===== config.mk =====
export PLATFORM = sky130hd
export DESIGN_NAME = led_frame_sched
export DESIGN_NICKNAME = d
export VERILOG_FILES = /design/src/rtl/led_pkg.sv /design/src/rtl/led_sync_edge.sv /design/src/rtl/led_frame_sched.sv
export SDC_FILE = /design/constraint.sdc
export NUM_CORES = 1
export LEC_CHECK = 0
export BUFFER_PORTS_ARGS = -buffer_cell sky130_fd_sc_hd__buf_2
export CAP_MARGIN = 40
export CORE_MARGIN = 5
export CORE_UTILIZATION = 50
export DETAILED_ROUTE_END_ITERATION = 16
export PLACE_DENSITY_LB_ADDON = 0.25
export SYNTH_ARGS = -nofsm -noshare
export SYNTH_HDL_FRONTEND = slang
export SYNTH_SLANG_ARGS = --single-unit

===== constraint.sdc =====
create_clock -name clk_sys -period 5 [get_ports clk_sys]
set_input_delay 0.5 -clock clk_sys [delete_from_list [all_inputs] [get_ports clk_sys]]
set_output_delay 0.5 -clock clk_sys [all_outputs]
set_load 0.02 [all_outputs]

===== src/rtl/led_pkg.sv =====
// rtl/led_pkg.sv - shared types and constants for the LED frame scheduler
package led_pkg;

  typedef enum logic [2:0] {IDLE, FETCH, WAIT, PUSH, LATCH} state_t;

  localparam logic [7:0] SETTING_BRIGHTNESS = 8'h01;
  localparam int N_LEDS_DEFAULT     = 320;
  localparam int ADDR_WIDTH_DEFAULT = 9;

  // Gamma 2.0 table, out = round(in^2 / 255); constant contents, maps to a ROM
  function automatic logic [7:0] gamma_lut(input logic [7:0] x);
    logic [15:0] sq;
    sq = 16'(x) * 16'(x) + 16'd127;
    return 8'(sq / 16'd255);
  endfunction

endpackage


===== src/rtl/led_sync_edge.sv =====
// rtl/led_sync_edge.sv - 2-flop synchroniser with registered rising-edge strobe
module led_sync_edge (
  input  logic clk_sys,
  input  logic n_rst,
  input  logic din,
  output logic rise
);

  logic s1, s2, s3;

  always_ff @(posedge clk_sys or negedge n_rst) begin
    if (!n_rst) begin
      s1   <= 1'b0;
      s2   <= 1'b0;
      s3   <= 1'b0;
      rise <= 1'b0;
    end else begin
      s1   <= din;
      s2   <= s1;
      s3   <= s2;
      rise <= s2 & ~s3;
    end
  end

endmodule


===== src/rtl/led_frame_sched.sv =====
// rtl/led_frame_sched.sv - frame RAM readout scheduler; LED_FRAME_SCHED_GAMMA_EN adds gamma ROM stage
module led_frame_sched
  import led_pkg::*;
#(
  parameter int n_LEDS       = N_LEDS_DEFAULT,
  parameter int addr_width   = ADDR_WIDTH_DEFAULT,
  parameter int data_width   = 8,
  parameter int latch_cycles = 4
) (
  input  logic                  clk_sys,
  input  logic                  n_rst,
  input  logic                  send,
  input  logic [addr_width-1:0] start_addr,
  input  logic [15:0]           settings,
  output logic                  rd_en,
  output logic [addr_width-1:0] raddr,
  input  logic [data_width-1:0] rdata,
  output logic [data_width-1:0] drv_data,
  output logic                  drv_valid,
  input  logic                  drv_ready,
  output logic                  drv_latch,
  output logic                  busy,
  output logic                  frame_done
);

  localparam int IW = (n_LEDS > 1) ? $clog2(n_LEDS) : 1;
  localparam int LW = (latch_cycles > 1) ? $clog2(latch_cycles) : 1;
  localparam int PW = data_width + 9;

  state_t                state;
  logic                  start_evt;
  logic                  pending;
  logic [addr_width-1:0] base;
  logic [IW-1:0]         index;
  logic [IW-1:0]         index_nx;
  logic [LW-1:0]         lcnt;
  logic [7:0]            bright;
  logic [7:0]            bright_q;
  logic [PW-1:0]         prod;
  logic [data_width-1:0] scaled;
  logic                  last_byte;
`ifdef LED_FRAME_SCHED_GAMMA_EN
  logic [data_width-1:0] scaled_q;
  logic                  wait_hold;
`endif

  led_sync_edge u_send_sync (
    .clk_sys (clk_sys),
    .n_rst   (n_rst),
    .din     (send),
    .rise    (start_evt)
  );

  // Live brightness follows the settings bus; bright_q freezes it per frame
  always_ff @(posedge clk_sys or negedge n_rst) begin
    if (!n_rst) begin
      bright <= 8'hFF;
    end else if (settings[15:8] == SETTING_BRIGHTNESS) begin
      bright <= settings[7:0];
    end
  end

  assign prod      = PW'(rdata) * PW'({1'b0, bright_q} + 9'd1);
  assign scaled    = data_width'(prod >> 8);
  assign index_nx  = index + IW'(1);
  assign last_byte = (index == IW'(n_LEDS - 1));
  assign busy      = (state != IDLE);

  always_ff @(posedge clk_sys or negedge n_rst) begin
    if (!n_rst) begin
      state      <= IDLE;
      pending    <= 1'b0;
      base       <= '0;
      index      <= '0;
      lcnt       <= '0;
      bright_q   <= 8'hFF;
      rd_en      <= 1'b0;
      raddr      <= '0;
      drv_data   <= '0;
      drv_valid  <= 1'b0;
      drv_latch  <= 1'b0;
      frame_done <= 1'b0;
`ifdef LED_FRAME_SCHED_GAMMA_EN
      scaled_q   <= '0;
      wait_hold  <= 1'b0;
`endif
    end else begin
      rd_en      <= 1'b0;
      frame_done <= 1'b0;
      if (state != IDLE && start_evt) pending <= 1'b1;
      case (state)
        IDLE: begin
          if (start_evt || pending) begin
            base     <= start_addr;
            index    <= '0;
            pending  <= 1'b0;
            bright_q <= bright;
            rd_en    <= 1'b1;
            raddr    <= start_addr;
            state    <= FETCH;
          end
        end
        FETCH: state <= WAIT;
        WAIT: begin
`ifdef LED_FRAME_SCHED_GAMMA_EN
          if (!wait_hold) begin
            scaled_q  <= scaled;
            wait_hold <= 1'b1;
          end else begin
            wait_hold <= 1'b0;
            drv_data  <= data_width'(gamma_lut(8'(scaled_q)));
            drv_valid <= 1'b1;
            state     <= PUSH;
          end
`else
          drv_data  <= scaled;
          drv_valid <= 1'b1;
          state     <= PUSH;
`endif
        end
        PUSH: begin
          if (drv_ready) begin
            drv_valid <= 1'b0;
            if (last_byte) begin
              drv_latch  <= 1'b1;
              lcnt       <= '0;
              frame_done <= (latch_cycles == 1);
              state      <= LATCH;
            end else begin
              index <= index_nx;
              rd_en <= 1'b1;
              raddr <= base + addr_width'(index_nx);
              state <= FETCH;
            end
          end
        end
        LATCH: begin
          // frame_done is raised one cycle early so it lands on the final latch cycle
          if (lcnt == LW'(latch_cycles - 1)) begin
            drv_latch <= 1'b0;
            state     <= IDLE;
          end else begin
            lcnt       <= lcnt + LW'(1);
            frame_done <= (lcnt == LW'(latch_cycles - 2));
          end
        end
        default: state <= IDLE;
      endcase
    end
  end

endmodule


Word level (Yosys, flattened, before mapping) --
Cells that the tools add are included. W data, S select, Z words.
Word-level totals: output and inout bits 22, flip-flop bits (word level) 65, logic and storage cells 83
Operators by class: $mul 1, equality and inequality tests 14, bitwise gates (word level) 2, reduce and logical (&&, ||, !) cells 13, add/subtract/negate cells 4, mux-type cells 32
Operator list (count):
- $mux W9 | 6
- $pmux W9 S2 | 2
- $mul A8 B9 Y16 | 1
- $pmux W3 S5 | 1
- $mux W1 | 12
- $mux W3 | 4
- $ne A2 B2 Y1 const B | 6
- $reduce_and A4 Y1 | 3
- $add A8 B1 Y9 const B | 1
- $add A9 B1 Y9 const B | 1
- $add A9 B9 Y9 | 1
- $eq A9 B9 Y1 const B | 1
- $eq A8 B1 Y1 const B | 1
- $eq A3 B2 Y1 const B | 2
- $mux W2 | 3
- $pmux W1 S2 | 3
- $reduce_bool A2 Y1 | 3
- $eq A2 B2 Y1 const B | 2
- $pmux W2 S2 | 1
- $reduce_and A2 Y1 | 2
- $eq A3 B1 Y1 const B | 1
- $eq A3 B3 Y1 const B | 1
- $logic_not A3 Y1 | 1
- $reduce_and A3 Y1 | 1
- other kinds (6) | 6

Depth between registers and ports, before layout --
Gate-level depths: netlist of run 1.
depth after elaboration 5, gate-level depth with buffers 17, depth with buffers taken out 17

By module --
From an unflattened synthesis of run 1, not the netlist that was laid out.
Second synthesis, totals: cell total of the unflattened synthesis 569, area total of the unflattened synthesis 5402.7 µm²
By module, submodules not included:
- led_frame_sched | cells each 564, times used 1, area each 5288.8 µm²
- led_sync_edge | cells each 5, times used 1, area each 113.9 µm²

Worst setup path after synthesis of run 1 --
No wires, ideal clock.
kind reg-to-reg, start point reg bright_q[0], end point reg drv_data[6], setup slack -0.121 ns, arrival 5.053 ns, cell stages (with the launch flop) 18, cells stage by stage dfstp_2 -> ha_1 -> nand3_1 -> nor2_1 -> xnor2_1 -> nor2b_1 -> fa_1 -> fa_1 -> fa_1 -> inv_1 -> fa_1 -> inv_1 -> ha_1 -> and3_4 -> a221o_1 -> a21o_1 -> or4_1 -> nand3_1
On the way: word-level cells in the longest chain between the ends 2
RTL lines:
- start: declaration | line led_frame_sched.sv:38 | logic [7:0] bright_q;
- start signal: assignment | line led_frame_sched.sv:97 | bright_q <= bright;
- $add A8 B1 Y9 | line led_frame_sched.sv:63 | assign prod = PW'(rdata) * PW'({1'b0, bright_q} + 9'd1);
- $mul A8 B9 Y16 | line led_frame_sched.sv:63
- end signal: assignment | line led_frame_sched.sv:116 | drv_data <= scaled;
- end: declaration | line led_frame_sched.sv:18 | output logic [data_width-1:0] drv_data,
Every way passes these cells. A chain may end at the register's enable or synchronous reset.

Final worst setup path of run 1 --
start point reg bright_q[1], end point reg drv_data[6]
Same word-level chain as after synthesis.

==> results.md, run 1 <==
- Starting Density: 0.5163
- HP Class: in2reg
- TritonCTS clock tree: yes
- Via/cell ratio: 5.292
- Worst path required time: 5280 ps
- Ys flop type: dfrtp_1
- Clock sink count: 65
- Status: finished clean
- RSZ-0062 raised after global routing: yes
- Post-synth net total: 690
- Final Skew: 15.95 ps
- Share of the synthesized area in the top cell type: 0.2280
- Post-Route Utilization: 0.6060
- Yosys warns: 0
- Max Freq: 201.5 MHz
- First-pass GRT wire length: 19.29 mm
- Worst setup EP type: flip-flop
- Synth area leaders: dfrtp_1, fa_1, ha_1
- Number of enable flip-flop cells after synthesis: 0
- Maximum fanout along the worst path: 5
- Fraction of layout cells with a size suffix above 1: 0.2446
- Post-DRT Antenna Nets: 0
- Number of global-route vias before repair: roughly 4200
- Clk slew on worst S/H paths: roughly 90 ps
- Dpl hpwl: 8.780 mm
- Seq/Total Area, Yosys: 0.3062
- Die Span X: 113.7 um
- Max IR drop VDD: 336.1 uV
- Root buf cell: clkbuf_8
- Cell area after layout: 6312 sq um
- IO Pins: 59
- Synth Instances: 568
- Detailed-route wire length per cell: 14.60 um
- Pwr Density: 548.8 nW/um^2
- Initial antenna violation count: 0
- CP arrival: 5240 ps
- DRT iter0 DRCs: approximately 130
- Clock Path Buffers: 2
- Final Hold Vio Count: 0
- Count of different cell masters after synthesis: a little over 60
- Yosys reg bits: 65
- Remaining DRCs: 0
- Die height: about 110 um
- Post-Layout Cell Count: 782
- DIE AREA: 12930 sq um
- Largest net degree at the start of global routing: 66
- Diode count: 0
- RD Place Congestion: 0.8628
- Setup violations, final: 0
- Post-synthesis cell area: 5378 sq um
- Crit share post-route: 0.9926
- Clock Latency Late Sink: 350 ps
- Final net count: around 760
- Worst slew pin tran: 803.1 ps
- Final Slew Violations: 0
- Total CTS buffers: 9
- Pre-Repair DR Iteration Count: 4
- Kind of critical path: reg2reg
- Area delta synth->final: 17.38%
- Total routed wirelength: 11.42 mm
- Yosys top cell by area: dfrtp_1
- H-tree depth: 3
- Static Leakage: 3.074 nW
- Fillers: 911
- Syn avg cell area: roughly 9.5 sq um
- CP Launch Type: flip-flop
- Flop2flop setup slack: 40 ps
- DP Cell Count: about 760
- Slew margin rel.: 0.4646
- PortBufs: between 50 and 60
- Fin crit period: 4963 ps
- Post-DP Area: 5896 sq um
- Most frequent cell after synthesis: nand2_1
- Hold buffer count at cts: 0
- All-Layer GR Usage: 0.1802
- Global route total overflow: 0
- Cell Rows: 37
- Vias: 4138
- MaxCap Viol Count: 0
- Top cells by count, synth: nand2_1, inv_1, dfrtp_1
- Ys async rst share: 1.000
- Core ar.: 10420 sq um
-- cell usage in the layout (no fill, tap or decap), types with 4 or more instances in the layout --
cell      count
nor3_1        6
o21ai_0       6
o21ai_1      11
nor2b_1      36
and2_1       21
buf_4        19
clkbuf_8      9
o211ai_1      5
a31oi_1       6
mux2_2        9
xnor2_1      13
nand2b_1     13
o31ai_1       4
a21oi_1       9
and3_1        4
dfstp_2      16
a21o_1        4
fa_1         41
ha_1         38
nand2_1      85
nor2_1       21
inv_1        51
xor2_1        5
ha_4          5
dfrtp_1      49
buf_2        58
nand3_1      22
-- flip-flops by register name, indices dropped and copies added, names as in the netlist --
name,count
bright_q,8
u_send_sync.rise,1
state,3
drv_latch,1
drv_valid,1
bright,8
pending,1
lcnt,2
u_send_sync.s1,1
drv_data,8
rd_en,1
base,9
u_send_sync.s2,1
raddr,9
u_send_sync.s3,1
frame_done,1
index,9
-- power by group --
| group | switching, mW | internal (mW) |
|---|---|---|
| Clock | 0.239 | 0.189 |
| Combinational | 1.26 | 0.940 |
| Sequential | 0.134 | 0.701 |
-- per-stage QoR --
step                      total power [mW]  hold slack, ps  worst slack (ps)  TNS [ps]
after global routing                 3.823           239.3            -124.4    -338.9
after global placement               2.765           332.8             66.16         0
after floorplan                      2.359           204.4             73.57         0
after CTS                            3.323           232.3             5.989         0
after detailed placement             2.850           349.0            -104.7    -154.7
final                                3.464           244.9             36.79         0
-- worst paths after layout --
kind | cells after the start | from | end
setup reg to reg | 17 | bright_q[1] | drv_data[6]
max in group asynchronous | 2 | n_rst | drv_data[3]
min in group asynchronous | 2 | n_rst | raddr[2]
hold / removal | 1 | send | u_send_sync.s1
hold reg to reg | 0 | u_send_sync.s1 | u_send_sync.s2
setup / recovery | 17 | bright_q[1] | drv_data[6]
-- worst max-delay path, stage by stage, from the launching register on --
cell and delay, ps:
dfstp_2 580, ha_4 160, nand3_4 110, nor2_4 180
and3_4 210, and2_4 150, fa_1 410, fa_1 490
fa_1 540, inv_1 50, fa_1 540, inv_2 50
ha_4 230, and3_4 180, a221o_1 350, a21o_1 170
or4_1 400, nand3_1 100
-- area by class of cell --
| cell class | count | area, sq um | area share |
|---|---|---|---|
| Clock buffer | 9 | 123.9 | 0.01962 |
| Clock inverter | 7 | 60.06 | 0.009514 |
| Multi-Input combinational cell | 434 | 3676 | 0.5824 |
| Sequential cell | 65 | 1647 | 0.2609 |
| Inverter | 54 | 202.7 | 0.03211 |
| Timing Repair Buffer | 77 | 432.9 | 0.06858 |
| Tap cell | 136 | 170.2 | 0.02696 |
-- cells by family (layout without fill, tap and decap cells) --
kind of cell	count (synthesis)	in the layout	synth area share
compound gates	71	71	0.09237
fa+ha+maj	85	85	0.2550
simple gates	244	244	0.2341
xor+xnor	24	24	0.03909
buf+inv	69	147	0.05258
flops	65	65	0.3062
mux	10	10	0.02071
-- routing by layer --
metal / track usage / share of wire / routed length [um] / vias to the layer above
li1: - / - / - / 2037
met1: 0.2384 / 0.45 / 5137 / 2007
met2: 0.3078 / 0.50 / 5693 / 79
met3: 0.02918 / 0.038 / 436 / 15
met4: 0.04808 / 0.013 / 147 / 0
met5: 0 / 0 / 0 / -
-- repair_timing --
action / 4_1_cts / 5_1_grt
pin swaps: 1 / 16
setup endpoints to repair: 3 / 7
resized for setup: 6 / 24
setup buffers: 0 / 7
No activity file was read; power rests on OpenSTA's default activity.
==> inputs of run 2 (changes only) <==
SYNTH_HIERARCHICAL = 1   (was not set)
==> run 2 against run 1 <==
Combinational power barely moved. Power rose by 0.89%. Cell area barely moved. Clock skew rose by 2.2 ps. Count of clock-buffer cells in the layout rose by 2. Synthesized cell count rose by 0.18%. Wire length fell by 0.81%. Critical endpoint is now drv_data[5]. First-iteration DRC count rose by 34%. Critical path depth did not move. Flip-flop and latch count did not move. Sequential share of layout area barely moved. Global-route usage rose by 0.28 points.
==> results.md, run 2 <==
- Post-synthesis xor/xnor area fraction: 0.03729
- Simple-gate area share of the yosys netlist: 0.2332
- Diode count: 0
- Post-synthesis cell area: between 5000 and 6000 sq um
- Initial antenna violation count: 0
- Clock sink count: 65
- Post-DP Area: between 5000 and 6000 sq um
- Count of different cell masters after synthesis: 60
- Pre-Repair DR Iteration Count: 4
- Seq/Total Area, Yosys: 0.3048
- Final Slew Violations: 0
- Post-Route Utilization: 0.5899
- Pwr Density: 553.8 nW/um^2
- Clock Path Buffers: 2
- Yosys top cell by area: dfrtp_1
- Post-synthesis compound-gate area fraction: 0.1024
- Worst slew pin tran: between 800 and 900 ps
- Kind of critical path: reg2reg
- Final Skew: 18.11 ps
- CP Launch Type: flip-flop
- Detailed-route wire length per cell: ~14 um
- IO Pins: between 50 and 60
- Final net count: just under 800
- Die height: 114.0 um
- Syn avg cell area: 9.495 sq um
- Slew margin rel.: 0.4516
- Fin crit period: 4806 ps
- Flop2flop setup slack: 190 ps
- Commonest non-fill, non-tap cell in the layout: nand2_1
- Maximum fanout along the worst path: 4
- Post-synth net total: 691
- Worst path required time: 5290 ps
- Max IR drop VDD: about 290 uV
- Mux share of post-synthesis cell area: 0.02154
- Total routed wirelength: 11.32 mm
- CP arrival: between 5000 and 6000 ps
- Root buf cell: clkbuf_8
- Most frequent cell after synthesis: nand2_1
- Total CTS buffers: 9
- Setup violations, final: 0
- Yosys reg bits: 65
- Ys async rst share: 1.000
- Cell Rows: 38
- Setup ws final: 193.6 ps
- Dpl hpwl: 8.863 mm
- Clock Latency Late Sink: 360 ps
- Crit share post-route: 0.9613
- Static Leakage: 3.166 nW
- Final Hold Vio Count: 0
- Yosys warns: 6
- MaxCap Viol Count: 0
- Global route total overflow: 0
- Largest net degree at the start of global routing: 66
- Main combinational cell family by area after synthesis: adder cells
- Largest registers: base (9), index (9), raddr (9)
- Remaining DRCs: 0
- Met3 wire length: 548 um
- Clk slew on worst S/H paths: about 80 ps
- PortBufs: 58
- Fraction of layout cells with a size suffix above 1: 0.2301
- Top routing layer in use: met4
- H-tree depth: 3
- Cell area after layout: roughly 6300 sq um
- Ys flop type: dfrtp_1
- Core ar.: ~11000 sq um
- HP Class: in2reg
- WL met1: 5.217 mm
- Worst setup EP type: flip-flop
- Most frequent cells in the layout: nand2_1, buf_2, inv_1, dfrtp_1
- Number of enable flip-flop cells after synthesis: 0
- RD Place Congestion: 0.8786
- Share of the synthesized area in the top cell type: 0.2270
- First-pass GRT wire length: about 20 mm
- Max Freq: roughly 210 MHz
- Number of global-route vias before repair: 4227
- DIE AREA: ~13000 sq um
- Vias: around 4200
- Via/cell ratio: 5.361
- Die Span X: 114.0 um
- Status: finished clean
- Synth area leaders: dfrtp_1, fa_1, ha_1
- TritonCTS clock tree: yes
- Area delta synth->final: 16.81%
- DRT iter0 DRCs: 180
- Starting Density: 0.5050
- Synth Instances: 569
- All-Layer GR Usage: 0.1830
- DP Worst Slack: -64.59 ps
- Routed met2 length: approximately 5.5 mm
- Top cells by count, synth: nand2_1, inv_1, dfrtp_1
- Adder-Cell Fraction of Synth Area: 0.2538
- Post-DRT Antenna Nets: 0
run 2: changes by cell type after synthesis, sizes merged, moves of 3 or more:
cell	change
a21o	+7
nand3	-7
nand2	+5
and3	+4
buf	-4
a21oi	+3
a22o	+3
and2	-3
nand3b	-3
nand4b	-3
o21a	-3
o311ai	+3
run 2: power by group:
part           total [mW]  switching, mW  internal (mW)
clock               0.486          0.223          0.263
sequential          0.837          0.132          0.704
combinational        2.17           1.26          0.908
total                3.49           1.62           1.88
run 2: routing by layer:
layer,track usage,up-vias
met5,0,-
li1,-,2070
met4,0.04276,0
met2,0.2881,90
met3,0.04032,15
met1,0.2593,2071
run 2: critical path, cell delays in order (launching register included):
cell and delay, ps:
dfstp_2 610, nand3_1 110, nor2_2 160, and3_4 200, xnor2_2 150, nor2b_2 80, fa_1 460, fa_1 500
fa_1 540, inv_1 50, fa_1 540, inv_2 50, ha_4 240, a21o_1 210, a21o_1 180, a21o_1 170
or4_4 410, nand3_2 80
run 2: layout make-up:
type	count	area, sq um
Clock inverter	5	62.56
Inverter	54	202.7
Sequential cell	65	1647
Clock buffer	11	152.6
Fill cell	960	4387
Multi-Input combinational cell	440	3635
Tap cell	140	175.2
Timing Repair Buffer	77	436.7
run 2: timing repair:
action,4_1_cts,5_1_grt
hold buffers,0,0
pin swaps,0,9
gates resized for setup,3,23
endpoints found under the setup margin,3,7
setup buffers,0,2
run 2: cells by family (layout without fill, tap and decap cells):
logic type               Yosys count  count (layout)
AND/OR/NAND/NOR                  241             241
adder cells (fa/ha/maj)           85              85
AO/OA/AOI/OAI                     81              81
flip-flops                        65              65
buffers and inverters             64             147
XOR/XNOR                          23              23
multiplexers                      10              10
run 2: path summary, 6_finish.rpt:
kind / startpoint / endpoint / depth (start not counted)
max in group asynchronous: n_rst / raddr[5] / 2
min in group asynchronous: n_rst / frame_done / 2
max reg2reg: bright_q[3] / drv_data[5] / 17
min: send / u_send_sync/s1 / 1
min reg2reg: u_send_sync/s1 / u_send_sync/s2 / 0
max: bright_q[3] / drv_data[5] / 17
run 2: stage by stage:
| step | setup TNS (ps) | hold slack (ps) | power, mW | std cells |
|---|---|---|---|---|
| 6_report | 0 | 269.9 | 3.495 | 792 |
| 5_1_grt | -212.6 | 260.7 | 3.890 | 792 |
| 4_1_cts | 0 | 252.6 | 3.464 | 790 |
| 3_5_place_dp | -105.9 | 354.2 | 2.951 | 774 |
| 3_3_place_gp | 0 | 331.9 | 2.882 | 774 |
| 2_1_floorplan | 0 | 204.4 | 2.397 | 569 |
